`src/rtl/settings_bus_arbiter.sv`:
```
// Round-robin settings-bus arbiter: atomic bursts per requester, optional
// inter-strobe gap and a watchdog that releases an owner that stops writing.
module settings_bus_arbiter #(
  parameter int unsigned NUM_REQ = 3,
  parameter int unsigned GAP     = 0,
  parameter int unsigned TIMEOUT = 255
) (
  input  logic                  clk,
  input  logic                  rst_n,
  input  logic [NUM_REQ-1:0]    req_valid,
  input  logic [NUM_REQ-1:0]    req_last,
  input  logic [8*NUM_REQ-1:0]  req_addr,
  input  logic [32*NUM_REQ-1:0] req_data,
  output logic [NUM_REQ-1:0]    req_ready,
  output logic                  set_stb,
  output logic [7:0]            set_addr,
  output logic [31:0]           set_data,
  output logic [1:0]            owner,
  output logic                  owner_vld,
  output logic                  timeout_evt
);

  typedef enum logic [1:0] {S_IDLE, S_OWN, S_GAP} state_t;

  state_t      state, state_nx;
  logic [3:0]  gap_cnt;
  logic [9:0]  wd_cnt;
  logic        burst_done;

  logic        cur_valid, cur_last;
  logic [7:0]  cur_addr;
  logic [31:0] cur_data;
  logic [1:0]  winner;
  logic        found;
  logic        any_valid;
  logic        xfer, wd_fire, gap_end;

  // Owner-selected request fields; compare-based so narrow NUM_REQ needs no index casts
  always_comb begin
    cur_valid = 1'b0;
    cur_last  = 1'b0;
    cur_addr  = '0;
    cur_data  = '0;
    for (int unsigned i = 0; i < NUM_REQ; i++) begin
      if (owner == 2'(i)) begin
        cur_valid = req_valid[i];
        cur_last  = req_last[i];
        cur_addr  = req_addr[8*i +: 8];
        cur_data  = req_data[32*i +: 32];
      end
    end
  end

  // First valid requester searching upward from owner+1; the last owner is checked last
  always_comb begin
    winner = owner;
    found  = 1'b0;
    for (int unsigned k = 1; k <= NUM_REQ; k++) begin
      for (int unsigned j = 0; j < NUM_REQ; j++) begin
        if (!found && req_valid[j] && (j == (32'(owner) + k) % NUM_REQ)) begin
          winner = 2'(j);
          found  = 1'b1;
        end
      end
    end
  end

  assign any_valid = |req_valid;
  assign xfer      = (state == S_OWN) && cur_valid;
  assign wd_fire   = (TIMEOUT != 0) && (state == S_OWN) && !cur_valid &&
                     (wd_cnt == 10'(TIMEOUT - 1));
  assign gap_end   = (gap_cnt == 4'(GAP - 1));

  always_comb begin
    req_ready = '0;
    if (state == S_OWN) begin
      for (int unsigned i = 0; i < NUM_REQ; i++) begin
        if (owner == 2'(i)) req_ready[i] = 1'b1;
      end
    end
  end

  always_ff @(posedge clk or negedge rst_n) begin
    if (!rst_n) state <= S_IDLE;
    else        state <= state_nx;
  end

  always_comb begin
    state_nx = state;
    case (state)
      S_IDLE: if (any_valid) state_nx = S_OWN;
      S_OWN: begin
        if (xfer) begin
          if (GAP > 0)       state_nx = S_GAP;
          else if (cur_last) state_nx = S_IDLE;
          else               state_nx = S_OWN;
        end else if (wd_fire) begin
          state_nx = S_IDLE;
        end
      end
      S_GAP: if (gap_end) state_nx = burst_done ? S_IDLE : S_OWN;
      default: state_nx = S_IDLE;
    endcase
  end

  always_ff @(posedge clk or negedge rst_n) begin
    if (!rst_n) begin
      set_stb     <= 1'b0;
      set_addr    <= '0;
      set_data    <= '0;
      owner       <= 2'(NUM_REQ - 1);
      owner_vld   <= 1'b0;
      timeout_evt <= 1'b0;
      gap_cnt     <= '0;
      wd_cnt      <= '0;
      burst_done  <= 1'b0;
    end else begin
      set_stb     <= xfer;
      timeout_evt <= wd_fire;
      if (state == S_IDLE && any_valid) begin
        owner     <= winner;
        owner_vld <= 1'b1;
      end
      if (xfer) begin
        set_addr   <= cur_addr;
        set_data   <= cur_data;
        burst_done <= cur_last;
        if (cur_last) owner_vld <= 1'b0;
      end
      if (wd_fire) owner_vld <= 1'b0;
      gap_cnt <= (state == S_GAP) ? gap_cnt + 4'd1 : '0;
      if ((TIMEOUT != 0) && (state == S_OWN) && !cur_valid && !wd_fire)
        wd_cnt <= wd_cnt + 10'd1;
      else
        wd_cnt <= '0;
    end
  end

endmodule

```
`config.mk`:
```
export PLATFORM = sky130hd
export DESIGN_NAME = settings_bus_arbiter
export DESIGN_NICKNAME = d
export VERILOG_FILES = /design/src/rtl/settings_bus_arbiter.sv
export SDC_FILE = /design/constraint.sdc
export NUM_CORES = 1
export LEC_CHECK = 0
export ABC_AREA = 1
export CORE_MARGIN = 2
export CORE_UTILIZATION = 36
export CTS_CLUSTER_SIZE = 8
export DETAILED_ROUTE_END_ITERATION = 10
export GPL_TIMING_DRIVEN = 0
export PLACE_DENSITY = 0.86
export SLEW_MARGIN = 5
export SYNTH_ARGS = -nofsm -noshare
export SYNTH_HDL_FRONTEND = slang
export SYNTH_SLANG_ARGS = --single-unit
```
`constraint.sdc`:
```
create_clock -name clk -period 1.9 [get_ports clk]
set_clock_uncertainty 0.1 [all_clocks]
set_input_delay 0.57 -clock clk [delete_from_list [all_inputs] [get_ports clk]]
set_output_delay 0.57 -clock clk [all_outputs]
set_load 0.05 [all_outputs]
```
==> key figures, run 1 <==
Timing
  • Worst-margin pin slew: 0.6722 ns
  • Worst Slack Setup Final: -0.4107 ns
  • Fmax: 0.4328 GHz
  • Min cycle time layout: 2.311 ns
  • Final hold vios: 0
  • Final setup viols: 59
  • Max Transition Viols Final: 0
  • RSZ-0062 raised after global routing: true
  • Worst slew margin: 0.5519
  • Tcrit/Tclk final: 1.216

Critical path
  • Cell Chain, Critical Path: inv_4 -> ha_4 -> clkbuf_16 -> nand2_4 -> clkinvlp_4 -> buf_8
  • Slowest-stage cell, CP: dfstp_4
  • Critical path data required time: 1.23 ns
  • RR Startpoint: owner[1]
  • Critical path peak fanout: 3
  • WP data arrival: 1.64 ns
  • Reg2Reg Depth: 11
  • CP endpoint: req_ready[0]
  • Crit Path Class: register to output pin
  • Crit path from: owner[1]
  • CP Capture Type: output pin
  • Worst r2r dst: set_data[25]
  • Startpoint types: register
  • R2R Setup Slk: -0.26 ns
  • Delay of the slowest critical-path stage: 0.65 ns

Yosys
  • Largest family of logic cells by synthesized area: simple AND/OR/NAND/NOR gates
  • Asr flop ratio synth: 1.000
  • Post-synthesis net count: 582
  • Avg Inst Size Synth: 7.496 sq um
  • Adder-cell share of the synthesized area: 0.02614
  • Sequential area share after synthesis: 0.4186
  • Yosys reg bits: 56
  • Post-synthesis cell area: 3351 sq um
  • Ys Warns: 0
  • Dominant synthesized flop cell: dfrtp_1
  • Yosys cell types: 27
  • Mux share of post-synthesis cell area: 0
  • Post-synth EDFFs: 0
  • Post-synthesis compound-gate area fraction: 0.1748
  • Post-Synth XOR/XNOR Area: 0.01307
  • Simple-gate area share of the yosys netlist: 0.2942
  • Cells after synthesis: 447

Pwr
  • Pwr Total: 0.009957 W
  • Worst VDD drop: 0.8730 mV
  • LEAKAGE: 2.690 nW
  • PwrDens: 1693 nW/um^2

Detailed routing
  • DR WL met2: 6687 um
  • WL/cell: 17.36 um
  • Drt total wl: 13320 um
  • Met1 wire length: 5112 um
  • Vias: 4197
  • Met3 routed WL: 853 um
  • Initial DRC Count: 218
  • First-pass DRT Iterations: 5
  • Antenna Violating Nets Remaining: 0
  • DRC Markers: 0
  • Top sig layer: met4
  • Via density: 5.472

Clock tree
  • Clk sinks: 56
  • CTS max path bufs: 2
  • CTS root buffer: clkbuf_8
  • Clk slew on worst S/H paths: 0.11 ns
  • Hold buffer count at cts: 0
  • CTS tree: done
  • H-tree levels: 2
  • Clock Latency Late Sink: 0.32 ns
  • Num CTS Buffers: 5

Finish
  • Share of layout cells above drive strength 1: 0.1921
  • N_diodes: 0
  • Cell area after layout: 5882 sq um
  • Total Nets Final: 790
  • Commonest non-fill, non-tap cell in the layout: clkdlybuf4s50_1
  • Non-filler cells, final: 767
  • Most frequent cells in the layout: 126 x clkdlybuf4s50_1, 106 x nand2_1, 85 x nand3_1
  • P&R area growth vs syn: 75.54%

Global route
  • Largest net degree at the start of global routing: 37
  • Gr ovfl total: 0
  • Antenna violations before repair: 0
  • Global Route Usage Sum: 0.2637
  • Global-route wire length before repair: 21020 um
  • Vias in the first global route: 4306

Die
  • Core Box Area: 9153 sq um
  • IO Pins: 176
  • Die ar.: 10100 sq um
  • Chip height: 100.5 um
  • Std-Cell Rows: 35
  • Initial Utilization: 0.3661
  • Chip width: 100.5 um

Place
  • DPL Wire Length: 9154 um
  • Place WS: -0.7264 ns
  • Input/output buffers: 175
  • Placed cell count: 734
  • Post-placement cell area: 5353 sq um
  • GP Congestion: 0.9272

Min path
  • Min-delay worst type: primary input to async pin

Run status
  • Status: finished with violations
  • Failing checks: negative setup slack

Flow run
  • Max Cap Violations: 0
==> cell usage after synthesis (2+ instances only) <==
master    number  area [sq um]
a21oi_1        4         20.02
xnor2_1        3         26.28
o21ai_0       42         210.2
buf_1          4         15.01
nor3_1         2         10.01
nand2_1      118         442.9
clkbuf_2       4         20.02
clkbuf_1      16         60.06
nand3_1       85         425.4
o211ai_1      40         300.3
buf_2         12         60.06
a31oi_1        3         18.77
ha_1           7         87.58
inv_1         23         86.33
dfrtp_1       55          1376
xor2_1         2         17.52
nor2_1        17         63.81
==> timing repair <==
item | in CTS | in global routing
endpoints found under the setup margin | 103 | 93
buffers inserted | 21 | 4
gates resized for setup | 159 | 74
pin swaps | 14 | 29
gates cloned | 6 | 0
==> flip-flops by register name, summed over array words and instances, names as in the netlist <==
| register | cells |
|---|---|
| owner | 2 |
| owner_vld | 1 |
| set_addr | 8 |
| set_data | 32 |
| set_stb | 1 |
| state | 1 |
| timeout_evt | 1 |
| wd_cnt | 10 |
==> worst max-delay path, delay by kind of cell, from the launching register on <==
family	cells	cell delay [ns]
buf+inv	4	0.43
simple gates	1	0.06
flops	1	0.65
fa+ha+maj	1	0.17
==> metal layers <==
layer,global-route usage,vias up
met1,0.3056,1993
met4,0.1222,0
li1,-,1939
met3,0.05270,59
met5,0,-
met2,0.4677,206
==> logic make-up (layout without fill, tap and decap cells) <==
logic type,Yosys count,count (layout)
simple gates,227,228
compound gates,92,92
buf+inv,60,268
flops,56,56
fa+ha+maj,7,7
xor+xnor,5,5
==> area by class of cell <==
class                           instances  area [sq um]
Fill cell                             736          3271
Multi-Input combinational cell        332          1887
Sequential cell                        56          1408
Clock buffer                            6         72.57
Timing Repair Buffer                  203          1964
Inverter                               24         110.1
Buffer                                 33         266.5
Clock inverter                          2         35.03
Tap cell                              111         138.9
==> where the power goes <==
| group | total [W] | switching [W] | internal, W |
|---|---|---|---|
| Combinational | 0.00721 | 0.00451 | 0.00270 |
| Clock | 0.000793 | 0.000400 | 0.000392 |
| Sequential | 0.00196 | 0.000283 | 0.00167 |
==> through the flow <==
stage | TNS, ns | util | hold WS, ns
after global routing | -15.98 | 0.6427 | 0.1434
after global placement | -105.63 | 0.5832 | 0.3714
after CTS | -10.16 | 0.6411 | 0.1249
final | -11.23 | 0.6427 | 0.1162
after detailed placement | -26.28 | 0.5848 | 0.3973
after floorplan | -4.443 | - | 0.1744
==> worst min path at each step <==
stage | to | slack, ns | depth (start not counted)
6_report | set_data[11] | 0.12 | 1
5_1_grt | set_data[18] | 0.14 | 1
4_1_cts | set_data[11] | 0.12 | 1
3_5_place_dp | set_data[31] | 0.40 | 2
3_3_place_gp | wd_cnt[0] | 0.37 | 1
2_1_floorplan | owner[0] | 0.17 | 0
No activity file was read; power rests on OpenSTA's default activity.
==> run 2, diff against run 1 <==
- CORE_MARGIN: 2 -> default
==> run 2 against run 1 <==
The run ends with design-rule violations, negative setup slack left. Power up 6.4%. Critical endpoint unchanged. Fmax rose by 1.3%. First-iteration DRC count increased by 33%. Combinational power is 8.5% higher. Hold slack better by 0.0054 ns. Via count grew 1.3%. Highest routed layer unchanged. Clock power rose by 5.3%. Die area shrank 3.9%. Sequential share of layout area decreased by 1.5 points.
==> key figures, run 2 (synthesis results as in run 1) <==
Run status
  • Status: finished with violations
  • Failing checks: design-rule violations, negative setup slack

Global route
  • Vias in the first global route: 4014 (-6.8%)
  • Global-route wire length before repair: 19600 um (-6.8%)
  • Global Route Usage Sum: 0.2569 (-0.006856)
  • Antenna violations before repair: 0 (unchanged)
  • Gr ovfl total: 0 (unchanged)
  • Largest net degree at the start of global routing: 36 (-2.7%)

Place
  • Place WS: -0.7716 ns (-0.04521 ns)
  • DPL Wire Length: 8857 um (-3.2%)
  • GP Congestion: 0.8188 (-12%)
  • Post-placement cell area: 5349 sq um (about the same)
  • Input/output buffers: 175 (unchanged)

Timing
  • Total Neg Setup Slack: -14.16 ns (-2.931 ns)
  • Fmax: 0.4383 GHz (+1.3%)
  • Final setup viols: 60 (+1.7%)
  • Worst Slack Setup Final: -0.3817 ns (+0.02898 ns)
  • Final hold vios: 0 (unchanged)
  • Worst-margin pin slew: 0.8502 ns (+0.1780 ns)
  • Worst slew margin: 0.4332 (-0.1187)
  • Hold_ws: 0.1217 ns (+0.005430 ns)
  • Tcrit/Tclk final: 1.201 (-0.01525)
  • Min cycle time layout: 2.282 ns (-0.02898 ns)
  • Max Transition Viols Final: 0 (unchanged)
  • RSZ-0062 raised after global routing: true

Pwr
  • Worst VDD drop: 0.9982 mV (+14%)
  • PwrDens: 1691 nW/um^2 (-0.12%)
  • Sw frac: 0.5106 (-0.01129)
  • Flop pwr share: 0.183 (-0.013)
  • LEAKAGE: 2.908 nW (+8.1%)
  • Combinational power share: 0.738 (+0.014)
  • Switch Pwr: 0.005410 W (+4.1%)
  • Internal Pwr Total: 0.005185 W (+8.9%)
  • Clock Power Share: 0.079 (about the same)

Die
  • Die ar.: 9697 sq um (-3.9%)
  • Chip height: 98.48 um (-2.0%)
  • Initial Utilization: 0.3787 (+0.01258)
  • IO Pins: 176 (unchanged)
  • Core Box Area: 8848 sq um (-3.3%)
  • Std-Cell Rows: 34 (-2.9%)
  • Chip width: 98.48 um (-2.0%)

Critical path
  • Critical path peak fanout: 3 (unchanged)
  • Critical path buffer and inverter count: 4 (unchanged)
  • Startpoint types: register
  • Slowest-stage cell, CP: dfstp_4
  • Delay-heaviest family, CP: flip-flops
  • CP Capture Type: output pin
  • WP data arrival: 1.61 ns (-0.03 ns)
  • Crit Path Class: register to output pin
  • Cell Chain, Critical Path: inv_4 -> ha_4 -> clkbuf_16 -> nand2_4 -> clkinvlp_4 -> buf_8
  • Critical path data required time: 1.23 ns (about the same)
  • Delay of the slowest critical-path stage: 0.65 ns (about the same)

Finish
  • N_diodes: 0 (unchanged)
  • Total Nets Final: 805 (+1.9%)
  • Most frequent cells in the layout: 125 x clkdlybuf4s50_1, 106 x nand2_1, 54 x dfrtp_1
  • Commonest non-fill, non-tap cell in the layout: clkdlybuf4s50_1
  • Share of layout cells above drive strength 1: 0.2399 (+0.04787)
  • P&R area growth vs syn: 87.01%
  • Most flops, register: set_data
  • Top flop regs: set_data (32), wd_cnt (10), set_addr (8)
  • Max reg flops: 32 (unchanged)
  • Cell area after layout: 6266 sq um (+6.5%)

Clock tree
  • CTS root buffer: clkbuf_8
  • Num CTS Buffers: 5 (unchanged)
  • Clock Latency Late Sink: 0.32 ns (about the same)
  • Clk slew on worst S/H paths: 0.11 ns (about the same)
  • H-tree levels: 2 (unchanged)
  • CTS tree: done
  • Clk sinks: 56 (unchanged)
  • CTS max path bufs: 2 (unchanged)

Detailed routing
  • Initial DRC Count: 290 (+33%)
  • WL/cell: 17.72 um (+2.1%)
  • First-pass DRT Iterations: 9 (+4)
  • Antenna Violating Nets Remaining: 0 (unchanged)
  • Drt total wl: 13810 um (+3.7%)
  • Vias: 4250 (+1.3%)
  • DRC Markers: 12 (+12)
  • Via density: 5.456 (-0.30%)

Min path
  • Min-delay worst type: primary input to async pin

Flow run
  • Max Cap Violations: 0 (unchanged)
-- run 2: cell count changes in the layout (fill, tap and decap cells not counted), sizes merged --
| cell | previous run | this run |
|---|---|---|
| buf | 47 | 61 |
| clkdlybuf4s15 | 11 | 23 |
| clkbuf | 46 | 39 |
| dlygate4sd2 | 12 | 8 |
| clkdlybuf4s18 | 0 | 1 |
| clkdlybuf4s50 | 126 | 125 |
| dlymetal6s2s | 0 | 1 |
| nor2 | 20 | 19 |
-- run 2: path summary, 6_finish.rpt --
check                             startpoint            to  slack [ns]  cells after the start
worst max register to register      owner[1]     wd_cnt[8]       -0.32                     10
worst max-delay path                owner[1]  req_ready[0]       -0.38                      6
min in group clk                set_data[13]  set_data[13]        0.40                      2
worst min register to register  set_data[13]  set_data[13]        0.40                      2
max in group asynchronous              rst_n      owner[1]        0.94                      2
worst min-delay path                   rst_n  set_data[19]        0.12                      1
-- run 2: metrics by stage --
step,std cells,total power [W],util
CTS,763,0.009543,0.6595
finish,779,0.01060,0.7081
global route,779,0.01115,0.7081
floorplan,447,0.005962,-
detailed placement,731,0.008001,0.6045
global placement,730,0.007827,0.6028
-- run 2: timing repair --
item | 4_1_cts | 5_1_grt
hold endpoints to repair | 0 | 0
gates resized for setup | 144 | 128
endpoints found under the setup margin | 104 | 96
hold buffers | 0 | 0
buffers inserted | 21 | 15
cloned | 5 | 6
pin swaps | 17 | 70
-- run 2: per-layer routing --
layer  global-route usage  wire length, um  vias to the layer above
li1                     -                -                     1972
met3              0.04468             1039                       41
met4              0.08496              386                        0
met5                    0                0                        -
met2               0.4670             7014                      227
met1               0.3077             5365                     2010
-- run 2: final cells by class --
| cell class | count | area, sq um |
|---|---|---|
| Clock inverter | 2 | 38.79 |
| Fill cell | 635 | 2582 |
| Timing Repair Buffer | 220 | 2195 |
| Tap cell | 108 | 135.1 |
| Inverter | 24 | 112.6 |
| Sequential cell | 56 | 1408 |
| Buffer | 32 | 271.5 |
| Clock buffer | 6 | 82.58 |
| Multi-Input combinational cell | 331 | 2023 |
-- run 2: power groups by stage --
stage               Sequential [W]  Clock, W  Combinational (W)
finish                     0.00194  0.000835            0.00782
global placement           0.00192         0            0.00590
floorplan                  0.00335         0            0.00261
CTS                        0.00191  0.000844            0.00679
global route               0.00199  0.000886            0.00827
detailed placement         0.00194         0            0.00606
